--- config.mk ---
export PLATFORM = sky130hd
export DESIGN_NAME = branch_sequencer
export DESIGN_NICKNAME = d
export VERILOG_FILES = /design/src/rtl/branch_sequencer.sv
export SDC_FILE = /design/constraint.sdc
export NUM_CORES = 1
export LEC_CHECK = 0
export BUFFER_PORTS_ARGS = -buffer_cell sky130_fd_sc_hd__buf_2
export CAP_MARGIN = 20
export CORE_ASPECT_RATIO = 1.1
export CORE_MARGIN = 2
export CORE_UTILIZATION = 45
export CTS_CLUSTER_SIZE = 40
export DETAILED_ROUTE_END_ITERATION = 10
export PLACE_DENSITY_LB_ADDON = 0.05
export SETUP_SLACK_MARGIN = 0.02
export SLEW_MARGIN = 20
export SYNTH_ARGS = -nofsm -noshare
export SYNTH_HDL_FRONTEND = slang
export SYNTH_SLANG_ARGS = --single-unit
--- constraint.sdc ---
create_clock -name clk -period 1.8 [get_ports clk]
set_clock_uncertainty 0.05 [all_clocks]
set_input_delay 0.27 -clock clk [delete_from_list [all_inputs] [get_ports clk]]
set_output_delay 0.27 -clock clk [all_outputs]
set_load 0.03 [all_outputs]
--- src/rtl/branch_sequencer.sv ---
// Program-counter sequencer: owns the PC, the fetch handshake and taken-branch redirect.
// Optional CALL/RET with a single-entry link register when CALL_LINK_EN is defined.
module branch_sequencer #(
    parameter int            AW       = 8,
    parameter logic [AW-1:0] RESET_PC = '0
) (
    input  logic          clk,
    input  logic          rst_n,
    input  logic [4:0]    Opcode,
    input  logic          ir_valid,
    input  logic [AW-1:0] target,
    input  logic          jmp,
    input  logic          stall,
    input  logic          fetch_ack,
    output logic [AW-1:0] pc,
    output logic          fetch_req,
    output logic          flush,
    output logic          br_busy
);

    typedef enum logic [1:0] {IDLE, FETCH, EXEC, RESOLVE} state_t;

    state_t        state;
    logic [AW-1:0] target_q;
    logic [AW-1:0] pc_inc;
    logic          is_branch;
    logic          exec_go;

    assign pc_inc    = pc + AW'(1);
    assign is_branch = (Opcode >= 5'b01011) && (Opcode <= 5'b10001);
    assign exec_go   = (state == EXEC) && ir_valid;

`ifdef CALL_LINK_EN
    logic [AW-1:0] link;
    logic          is_call;
    logic          is_ret;

    assign is_call = (Opcode == 5'b10010);
    assign is_ret  = (Opcode == 5'b10011);
`endif

    always_comb begin
        fetch_req = (state == FETCH) && !stall;
        br_busy   = (state == RESOLVE);
        flush     = !stall && (state == RESOLVE) && jmp;
`ifdef CALL_LINK_EN
        // CALL/RET redirect straight out of EXEC, so they flush there too
        if (!stall && exec_go && (is_call || is_ret))
            flush = 1'b1;
`endif
    end

    always_ff @(posedge clk or negedge rst_n) begin
        if (!rst_n) begin
            state    <= IDLE;
            pc       <= RESET_PC;
            target_q <= '0;
`ifdef CALL_LINK_EN
            link     <= '0;
`endif
        end else if (!stall) begin
            case (state)
                IDLE: state <= FETCH;
                FETCH: begin
                    if (fetch_ack)
                        state <= EXEC;
                end
                EXEC: begin
                    if (ir_valid) begin
`ifdef CALL_LINK_EN
                        if (is_call) begin
                            link  <= pc_inc;
                            pc    <= target;
                            state <= FETCH;
                        end else if (is_ret) begin
                            pc    <= link;
                            state <= FETCH;
                        end else
`endif
                        if (is_branch) begin
                            target_q <= target;
                            state    <= RESOLVE;
                        end else begin
                            pc    <= pc_inc;
                            state <= FETCH;
                        end
                    end
                end
                RESOLVE: begin
                    // jmp arrives registered, one edge after the branch opcode was seen in EXEC
                    pc    <= jmp ? target_q : pc_inc;
                    state <= FETCH;
                end
                default: state <= IDLE;
            endcase
        end
    end

endmodule

-- Word level (Yosys, flattened, before mapping)
Cells that the tools add are included.
W data, S select, Z words.
- register bits: 18
- latch bits: 0
- bits in writable memories: 0
- memory bits (read-only): 0
- output and inout port bits: 11
- word-level logic and storage cells: 32
- memories: 0
- add/sub/neg operators: 1
- $mul: 0
- div/mod/pow operators: 0
- $lt $le $gt $ge: 2
- equal/unequal tests: 6
- shift-type cells: 0
- multiplexer cells: 8
- bitwise logic cells: 1
- reductions and logical operators: 11
- operators by type and width (operator ; number):
    $mux W8 ; 3
    $pmux W8 S2 ; 1
    $add A8 B1 Y8 const B ; 1
    $reduce_and A4 Y1 ; 2
    $mux W2 ; 3
    $ne A2 B2 Y1 const B ; 3
    $pmux W2 S3 ; 1
    $ge A5 B4 Y1 const B ; 1
    $le A5 B5 Y1 const B ; 1
    $eq A2 B2 Y1 const B ; 2
    $logic_and A1 B1 Y1 ; 4
    $reduce_and A3 Y1 ; 1
    $eq A2 B1 Y1 const B ; 1
    $logic_not A2 Y1 ; 1
    $reduce_bool A2 Y1 ; 1
    $reduce_or A2 Y1 ; 1
    $logic_not A1 Y1 ; 1
    $not A1 Y1 ; 1

-- Depth between registers and ports, before layout
Gate-level depths: netlist (run 1).
- depth after elaboration: 5
- depth in mapped cells: 5
- gate-level depth less buffers: 5

-- Worst setup path before layout (run 1)
OpenSTA, ideal clock, no wires.
- path kind: register to register
- from: register state[1]
- to: register state[0]
- library setup time: 0.119 ns
- data arrival time: 1.560 ns
- setup slack: 0.071 ns
- cell stages (with the launch flop): 4
- buffers on the path: 0
- period minus slack after synthesis: 1.729 ns
- cells stage by stage: dfrtp_1 nor3b_1 nand2_1 o21a_1
- cells in the longest elaborated chain, start to end: 3
- elaborated cells between the ends (all ways): 9
- RTL lines (element ; RTL line ; RTL):
    start, declared ; 23 ; state_t state;
    start signal, assigned ; 55 ; state <= IDLE;
    start signal, assigned ; 63 ; IDLE: state <= FETCH;
    start signal, assigned ; 66 ; state <= EXEC;
    $eq A2 B2 Y1, or another cell as far along ; 62 ; case (state)
    $reduce_or A2 Y1 (no source line) or $ne A2 B2 Y1 (tied branches) ; -- ;
    $pmux W2 S3 or $reduce_and A3 Y1 (tied branches) ; -- ;
Parallel ways exist; a longest one is shown, timed or not.
A chain may end at the register's enable or synchronous reset.

-- Final worst setup path (run 1)
- from: register state[0]
- to: register pc[1]
- cells in the longest elaborated chain, start to end: 3
- elaborated cells between the ends (all ways): 7
- RTL lines (element ; RTL line ; RTL):
    $eq A2 B2 Y1 ; 62 ;
    $ne A2 B2 Y1 (no source line) or $reduce_bool A2 Y1 (tied branches) ; -- ;
    $reduce_and A4 Y1 (no source line) ; -- ;
    end signal, assigned ; 84 ; pc <= pc_inc;
    end signal, assigned ; 91 ; pc <= jmp ? target_q : pc_inc;
    end, declared ; 15 ; output logic [AW-1:0] pc,
Parallel ways exist; a longest one is shown, timed or not.

==> flow_summary.toml, run 1 <==
[worst_hold_path]
hold_path_class = "in2reg"
min_path_cells = 2
hp-start = "target[4]"

[sta]
hold_viol = 0
setup_viol = 0
fin_ws_ps = 124
fin_tns_setup_ps = 0
max_clock_freq_mhz = 597
slew_violations = 0
period_needed_ps = 1680
max_slew_margin_pct = 65.7
worst_slew_pin_slew_ps = 502
rsz0062_at_grt = "yes"
fin_crit_sh_pct = 93.1

[synth]
syn-num-nets = 113
postSynthRegisterBits = 18
yosysTopAreaCell = "dfrtp_1"
syn_inst = 93
ys.flop_type = "dfrtp_1"
ys_top_cells_by_area = "dfrtp_1 (43%), mux2_4 (11%), a2bb2oi_1 (5.0%)"
async_flop_share_pct = 100
synth.distinct_cells = 38
syn-cell-area_um2 = 1050
netlist.area_leader.share_pct = 43.0
synth-edff-count = 0
synth-seq-area-share_pct = 43.0
syn_area_per_cell_um2 = 11.3
ys_warn_count = 0

[die]
start_util_pct = 47.0
dieArea_um2 = 2730
pin_count = 30
num_rows = 18
die_h_um = 54.6
die_w_um = 50.0
core_area_um2 = 2230

[clock_network]
clockBufferDepth = 2
clkTransAtPathRegs_ps = 100
cts_root_buf = "clkbuf_4"
clk_latency_ps = 290
numCtsBuffers = 3
h-tree-depth = 1
cts_tree = "built"
cts_num_sinks = 18

[power]
ir_drop_uv = 907
powerDensity_nw_per_um2 = 1430
p_total_mw = 1.93
leakage_nw = 0.655

[cells_and_area]
layout_commonest_cell = "buf_2"
fin_nets = 154
area_growth_syn_to_layout_pct = 28.6
drive_gt1_share_pct = 45.1
final_cell_mix = "buf_2 (28), dfrtp_1 (17), nand2_1 (9), buf_4 (9), mux2_4 (8)"
final_core_util_pct = 60.5
fin_area_um2 = 1350
diodes = 0
fillers = 213

[run_status]
status = "finished clean"

[global_route]
grt_overflow = 0
antenna_found_initial = 0
grt_use_total_pct = 17.9
grt_start_max_net_pins = 19
grt_pass1_vias = 806
grt_pass1_wl_um = 3660

[detailed_routing]
wl_um = 2200
routedWlPerCell_um = 13.5
postRouteAntennaNets = 0
vias = 900
drtIter0Drc = 11
drt-vias-per-instance = 5.52
drcViolationCount = 0
dr.pass1.iters = 4

[worst_setup_path]
cp_max_fo = 10
end_kind = "flop"
cp.required_ps = 1940
r2r_start = "state[0]"
reg2reg_depth = 5
cp_data_arrival_time_ps = 1810
cp-startpoint = "state[0]"
start_kind = "flop"
critPathKind = "reg2reg"

[flow_run]
maxCapViolations = 0

[placed_design]
dp_hpwl_um = 1670
io_buffers = 29
place_area_um2 = 1290
place.gp.congestion = 0.756
pre_cts_slack_ps = 75.0
layout make-up:
type	count	area (um^2)	area share [%]
clock buffers	4	36.3	2.69
inverters	2	7.51	0.557
multi-input cells	69	571	42.3
flip-flops and latches	18	452	33.5
well taps	30	37.5	2.78
repair buffers	40	245	18.2
Yosys cell counts (3+ instances only):
| master | n |
|---|---|
| nand3_1 | 4 |
| o21ai_0 | 3 |
| nor2_1 | 4 |
| nand2_1 | 9 |
| a21oi_1 | 3 |
| dfrtp_1 | 18 |
| nor4_1 | 4 |
| a2bb2oi_1 | 6 |
| mux2_4 | 8 |
layer usage:
metal	GRT usage (%)	vias up	part of all wire (%)
li1	-	445	-
met1	24.8	427	48
met2	28.3	24	46
met3	1.91	4	4.7
met4	8.33	0	1.4
met5	0	-	0
logic make-up (layout without fill, tap and decap cells):
logic type,after synthesis,in the layout,synth area share (%)
simple gates,34,34,21.5
mux,9,9,12.5
compound gates,25,25,18.6
flops,18,18,43.0
buf+inv,6,46,3.22
fa+ha+maj,1,1,1.19
metrics by stage:
stage	cells	hold WS, ps
final	163	146
after global placement	158	167
after floorplan	93	-75.6
after CTS	163	139
after detailed placement	158	175
after global routing	163	138
path summary, 6_finish.rpt:
| kind | endpoint | slack (ps) |
|---|---|---|
| worst max register to register | pc[1] | 120 |
| max in group asynchronous | state[1] | 1020 |
| worst min-delay path | target_q[4] | 150 |
| min in group asynchronous | pc[3] | 370 |
| worst min register to register | target_q[3] | 470 |
| worst max-delay path | pc[1] | 120 |
worst max-delay path, cell delays in order, from the launching register on:
cell and delay, ps:
dfrtp_1 390, nand2b_4 170, nor4b_4 340, buf_4 230
nor3_2 60, mux2_1 330
flip-flops by register name (all words and copies together) (netlist names):
| signal | count |
|---|---|
| pc | 8 |
| state | 2 |
| target_q | 8 |
what timing repair did:
action / CTS / global route
resized for setup: 1 / 3
hold endpoints to repair: 18 / 0
hold buffers: 1 / 0
setup endpoints to repair: 1 / 2
setup buffers: 0 / 0
power by group:
| part | internal, mW | switching (mW) | total, mW |
|---|---|---|---|
| clock | 0.123 | 0.130 | 0.253 |
| combinational | 0.416 | 0.526 | 0.942 |
| sequential | 0.573 | 0.164 | 0.738 |
Power figures use the tool's default switching activity.
==> run 2, diff against run 1 <==
Settings changed: CORE_UTILIZATION 45 to 48, CTS_BUF_LIST from default to sky130_fd_sc_hd__clkbuf_8.
==> run 2 against run 1 <==
Compared with the run above:
- worst hold slack improved by 49 ps
- flip-flop and latch count unchanged
- global-route usage increased by 2.3 points
- count of clock-buffer cells in the layout unchanged
- sequential share of layout area decreased by 0.19 points
- worst setup slack got worse by 23 ps
- non-clock buffer count decreased by 1
- highest routed layer unchanged
- critical path type is now reg2out
- combinational power increased by 2.3%
- critical path depth decreased by 2
- first-iteration DRC count unchanged
- routed wire length increased by 2.4%
==> flow_summary.toml, run 2 (synthesized netlist as in run 1, its figures left out) <==
[die]
core_area_um2 = 2040
dieArea_um2 = 2570
die_h_um = 53.0
die_w_um = 48.6
start_util_pct = 51.3
num_rows = 17
pin_count = 30

[clock_network]
cts_root_buf = "clkbuf_8"
cts_setup_buffers = 0
h-tree-depth = 1
clockBufferDepth = 2
clkTransAtPathRegs_ps = 70
clk_latency_ps = 250
cts_tree = "built"
cts_num_sinks = 18
numCtsBuffers = 3

[cells_and_area]
diodes = 0
reg_top3 = "pc (8), target_q (8), state (2)"
final_cell_mix = "buf_2 (29), dfrtp_1 (18), nand2_1 (9)"
layout_commonest_cell = "buf_2"
drive_gt1_share_pct = 43.9
fin_nets = 153
area_growth_syn_to_layout_pct = 29.0
fin_area_um2 = 1350
stdcell_count = 160

[placed_design]
place_area_um2 = 1280
place.gp.congestion = 0.794
io_buffers = 29
dp_cells = 155
dp_hpwl_um = 1730
pre_cts_slack_ps = 138

[sta]
fin_tns_setup_ps = 0
setup_viol = 0
hold_viol = 0
max_slew_margin_pct = 62.3
slew_violations = 0
worst_slew_pin_slew_ps = 563
fin_ws_ps = 101
rsz0062_at_grt = "no"
fin_crit_sh_pct = 94.4
max_clock_freq_mhz = 589
period_needed_ps = 1700

[global_route]
grt_pass1_vias = 851
grt_pass1_wl_um = 3930
grt_overflow = 0
grt_start_max_net_pins = 19
antenna_found_initial = 0
grt_use_total_pct = 20.2

[worst_setup_path]
cp_max_fo = 5
cp_data_arrival_time_ps = 1380
end_kind = "primary output"
path_cells = "buf_4 > nor3b_1 > buf_2"
reg2reg_depth = 5
critPathKind = "reg2out"
rrSetupSlack_ps = 130
crit_family = "flip-flops"
cp_slowest_cell = "dfrtp_1"
r2r_start = "state[0]"
cp-endpoint = "fetch_req"
cp.depth = 3
cpPeakStageDelay_ps = 430
cp.required_ps = 1480
crit_buf_inv = 2
start_kind = "flop"
rr_endpoint = "pc[1]"
cp-startpoint = "state[1]"

[detailed_routing]
drt-vias-per-instance = 5.50
routedWlPerCell_um = 14.0
wl_um = 2250
vias = 880
drtIter0Drc = 11
dr.pass1.iters = 4
drcViolationCount = 0
postRouteAntennaNets = 0

[power]
powerDensity_nw_per_um2 = 1490
leakage_nw = 0.660
ir_drop_uv = 902

[flow_run]
maxCapViolations = 0

[worst_hold_path]
hold_path_class = "in2reg"

[run_status]
status = "finished clean"
[run 2: cell count changes in the layout (fill, tap and decap cells not counted)]
| cell | previous run | this run |
|---|---|---|
| a2111oi_0 | 1 | 2 |
| clkbuf_4 | 4 | 0 |
| dfrtp_2 | 1 | 0 |
| dfrtp_1 | 17 | 18 |
| clkbuf_8 | 1 | 4 |
| buf_2 | 28 | 29 |
| buf_4 | 9 | 8 |
| a2111oi_1 | 1 | 0 |
[run 2: per-stage QoR]
step           hold slack [ps]  total power [mW]  utilization [%]
2_1_floorplan            -75.6              1.37                -
3_3_place_gp               180              1.68             62.8
3_5_place_dp               172              1.69             62.8
4_1_cts                    193              2.03             66.2
5_1_grt                    193              2.15             66.2
6_report                   195              2.02             66.2
[run 2: layer usage]
metal	up-vias	GRT usage (%)	share of wire (%)
li1	439	-	-
met1	415	26.7	49
met2	24	33.8	46
met3	2	3.67	3.8
met4	0	7.14	0.62
met5	-	0	0
[run 2: worst min path at each step]
stage,startpoint,end,slack [ps],cells past startpoint
global route,target[3],target_q[3],190,2
CTS,target[2],target_q[2],190,2
floorplan,rst_n,pc[0],-80,0
detailed placement,rst_n,state[1],170,1
global placement,rst_n,state[1],180,1
finish,target[2],target_q[2],190,2
[run 2: power breakdown]
part | total, mW | switching [mW] | internal (mW)
Clock | 0.326 | 0.132 | 0.194
Sequential | 0.729 | 0.156 | 0.573
Combinational | 0.964 | 0.544 | 0.420
[run 2: cell type report]
type	count	area (um^2)
clock buffer	4	55.1
fill	188	689
inverter	2	7.51
multi-input combinational	69	569
sequential	18	450
tap	28	35.0
timing repair buffer	39	235
[run 2: repair_timing]
| action | in CTS | in global routing |
|---|---|---|
| endpoints found under the hold margin | 18 | 0 |
| gates resized for setup | 1 | 0 |
| endpoints found under the setup margin | 1 | 0 |
| hold buffers | 1 | 0 |
==> run 3, diff against run 2 <==
Settings changed: CORE_UTILIZATION 48 to 30.
==> run 3 against run 2 <==
Compared with the run above:
- utilization decreased by 24 points
- power increased by 2.8%
- cell count up 14%
- maximum frequency is 1.7% higher
- global-route usage fell by 6.2 points
- combinational power rose by 5%
- sequential share of layout area shrank 1.3 points
- clock power rose by 4%
- non-clock buffer count increased by 3
- worst setup slack improved by 29 ps
==> flow_summary.toml, run 3 (synthesized netlist as in run 1, its figures left out) <==
[clock_network]
cts_num_sinks = 18
numCtsBuffers = 3
cts_root_buf = "clkbuf_8"
clockBufferDepth = 2
clkTransAtPathRegs_ps = 70
clk_latency_ps = 260
h-tree-depth = 1
cts_tree = "built"

[worst_setup_path]
critPathKind = "reg2reg"
cp.required_ps = 1900
cp_slowest_cell = "dfrtp_1"
rr_endpoint = "target_q[5]"
rrSetupSlack_ps = 130
cp_data_arrival_time_ps = 1770
cp_max_fo = 8
path_cells = "buf_4 > nand2b_4 > nor4b_4 > o211ai_4 > buf_12 > mux2_4"
end_kind = "flop"
cpPeakStageDelay_ps = 360
start_kind = "flop"
r2r_start = "state[1]"
reg2reg_depth = 6

[detailed_routing]
drtIter0Drc = 22
routedWlPerCell_um = 13.7
wl_um = 2510
dr.pass1.iters = 4
vias = 893
drcViolationCount = 0
postRouteAntennaNets = 0
drt-vias-per-instance = 4.88

[sta]
rsz0062_at_grt = "no"
setup_viol = 0
slew_violations = 0
fin_ws_ps = 130
fin_tns_setup_ps = 0
max_clock_freq_mhz = 599
period_needed_ps = 1670
max_slew_margin_pct = 63.5
hold_viol = 0
worst_slew_pin_slew_ps = 545
fin_crit_sh_pct = 92.8

[die]
pin_count = 30
die_h_um = 66.0
core_area_um2 = 3330
num_rows = 22
dieArea_um2 = 3980
die_w_um = 60.4
start_util_pct = 31.5

[global_route]
grt_overflow = 0
antenna_found_initial = 0
grt_start_max_net_pins = 19
grt_pass1_vias = 868
grt_pass1_wl_um = 4060
grt_use_total_pct = 14.0

[cells_and_area]
final_cell_mix = "buf_2 (28), dfrtp_1 (18), buf_4 (10)"
layout_commonest_cell = "buf_2"
area_growth_syn_to_layout_pct = 34.1
diodes = 0
regArea_um2 = 450
fin_nets = 156
multiInputGateArea_um2 = 569
fillers = 348
reg_top3 = "pc (8), target_q (8), state (2)"
drive_gt1_share_pct = 45.2

[placed_design]
io_buffers = 29
dp_hpwl_um = 1930
place.gp.congestion = 0.710
pre_cts_slack_ps = 127

[power]
switchingPower_uw = 863
powerDensity_nw_per_um2 = 1480
seq_power_share_pct = 34.8
leakage_nw = 0.674
ir_drop_uv = 558
sw_frac_of_total_pct = 41.6
p_clk_share_pct = 16.4
p_comb_share_pct = 48.8
p_int_mw = 1.21

[worst_hold_path]
hold_path_class = "in2reg"
worst_hold_path.endpoint = "target_q[2]"
hp-start = "target[2]"
min_path_cells = 2

[run_status]
status = "finished clean"

[flow_run]
maxCapViolations = 0
[run 3: cell types whose count changed in the layout (fill, tap and decap cells not counted)]
cell and delta:
clkbuf_4 +1, buf_6 +1, buf_2 -1, buf_4 +2
[run 3: stage by stage]
step | util, % | instances | instance area, um^2 | power (mW) | hold slack (ps)
final | 42.2 | 183 | 1410 | 2.07 | 186
after global placement | 39.7 | 177 | 1320 | 1.72 | 184
after floorplan | - | 93 | 1050 | 1.37 | -75.6
after global routing | 42.2 | 183 | 1410 | 2.22 | 187
after detailed placement | 39.7 | 177 | 1320 | 1.72 | 189
after CTS | 41.9 | 183 | 1400 | 2.09 | 184
[run 3: final cells by class]
class / instances / share of cell area [%]
clock buffers: 4 / 3.91
inverters: 2 / 0.534
multi-input cells: 69 / 40.5
flip-flops and latches: 18 / 32.0
well taps: 48 / 4.27
repair buffers: 42 / 18.8
[run 3: power groups by stage]
stage / logic (mW) / registers, mW / clock network (mW)
2_1_floorplan: 0.469 / 0.905 / 0
4_1_cts: 1.02 / 0.722 / 0.350
5_1_grt: 1.09 / 0.752 / 0.369
6_report: 1.01 / 0.722 / 0.340
3_5_place_dp: 0.984 / 0.739 / 0
3_3_place_gp: 0.984 / 0.735 / 0
[run 3: critical path: cells and delay by family, from the launching register on]
| kind | cells | cell delay, ps |
|---|---|---|
| buffers and inverters | 2 | 290 |
| AOI/OAI and AO/OA | 1 | 130 |
| muxes | 1 | 290 |
| and+or+nand+nor | 2 | 430 |
| DFF | 1 | 360 |
[run 3: worst max path at each step]
stage	from	end	slack, ps	cells past startpoint
3_3_place_gp	Opcode[1]	pc[0]	150	6
5_1_grt	state[1]	pc[1]	20	6
3_5_place_dp	state[0]	pc[1]	130	5
4_1_cts	state[0]	flush	70	5
6_report	state[1]	target_q[5]	130	6
2_1_floorplan	state[1]	state[0]	70	3
[run 3: routing by layer]
metal  GRT usage [%]  vias to the layer above  part of all wire [%]  wire length, um
li1                -                      442                     -                -
met5               0                        -                     0                0
met2            21.1                       26                    46             1150
met3            1.96                        5                   4.9              123
met1            19.2                      420                    47             1170
met4            7.50                        0                   2.3               57
[run 3: what timing repair did]
item / in CTS / in global routing
resized for setup: 0 / 3
pin swaps: 0 / 0
setup buffers: 1 / 0
endpoints found under the setup margin: 1 / 7
hold buffers: 1 / 0
hold endpoints to repair: 18 / 0
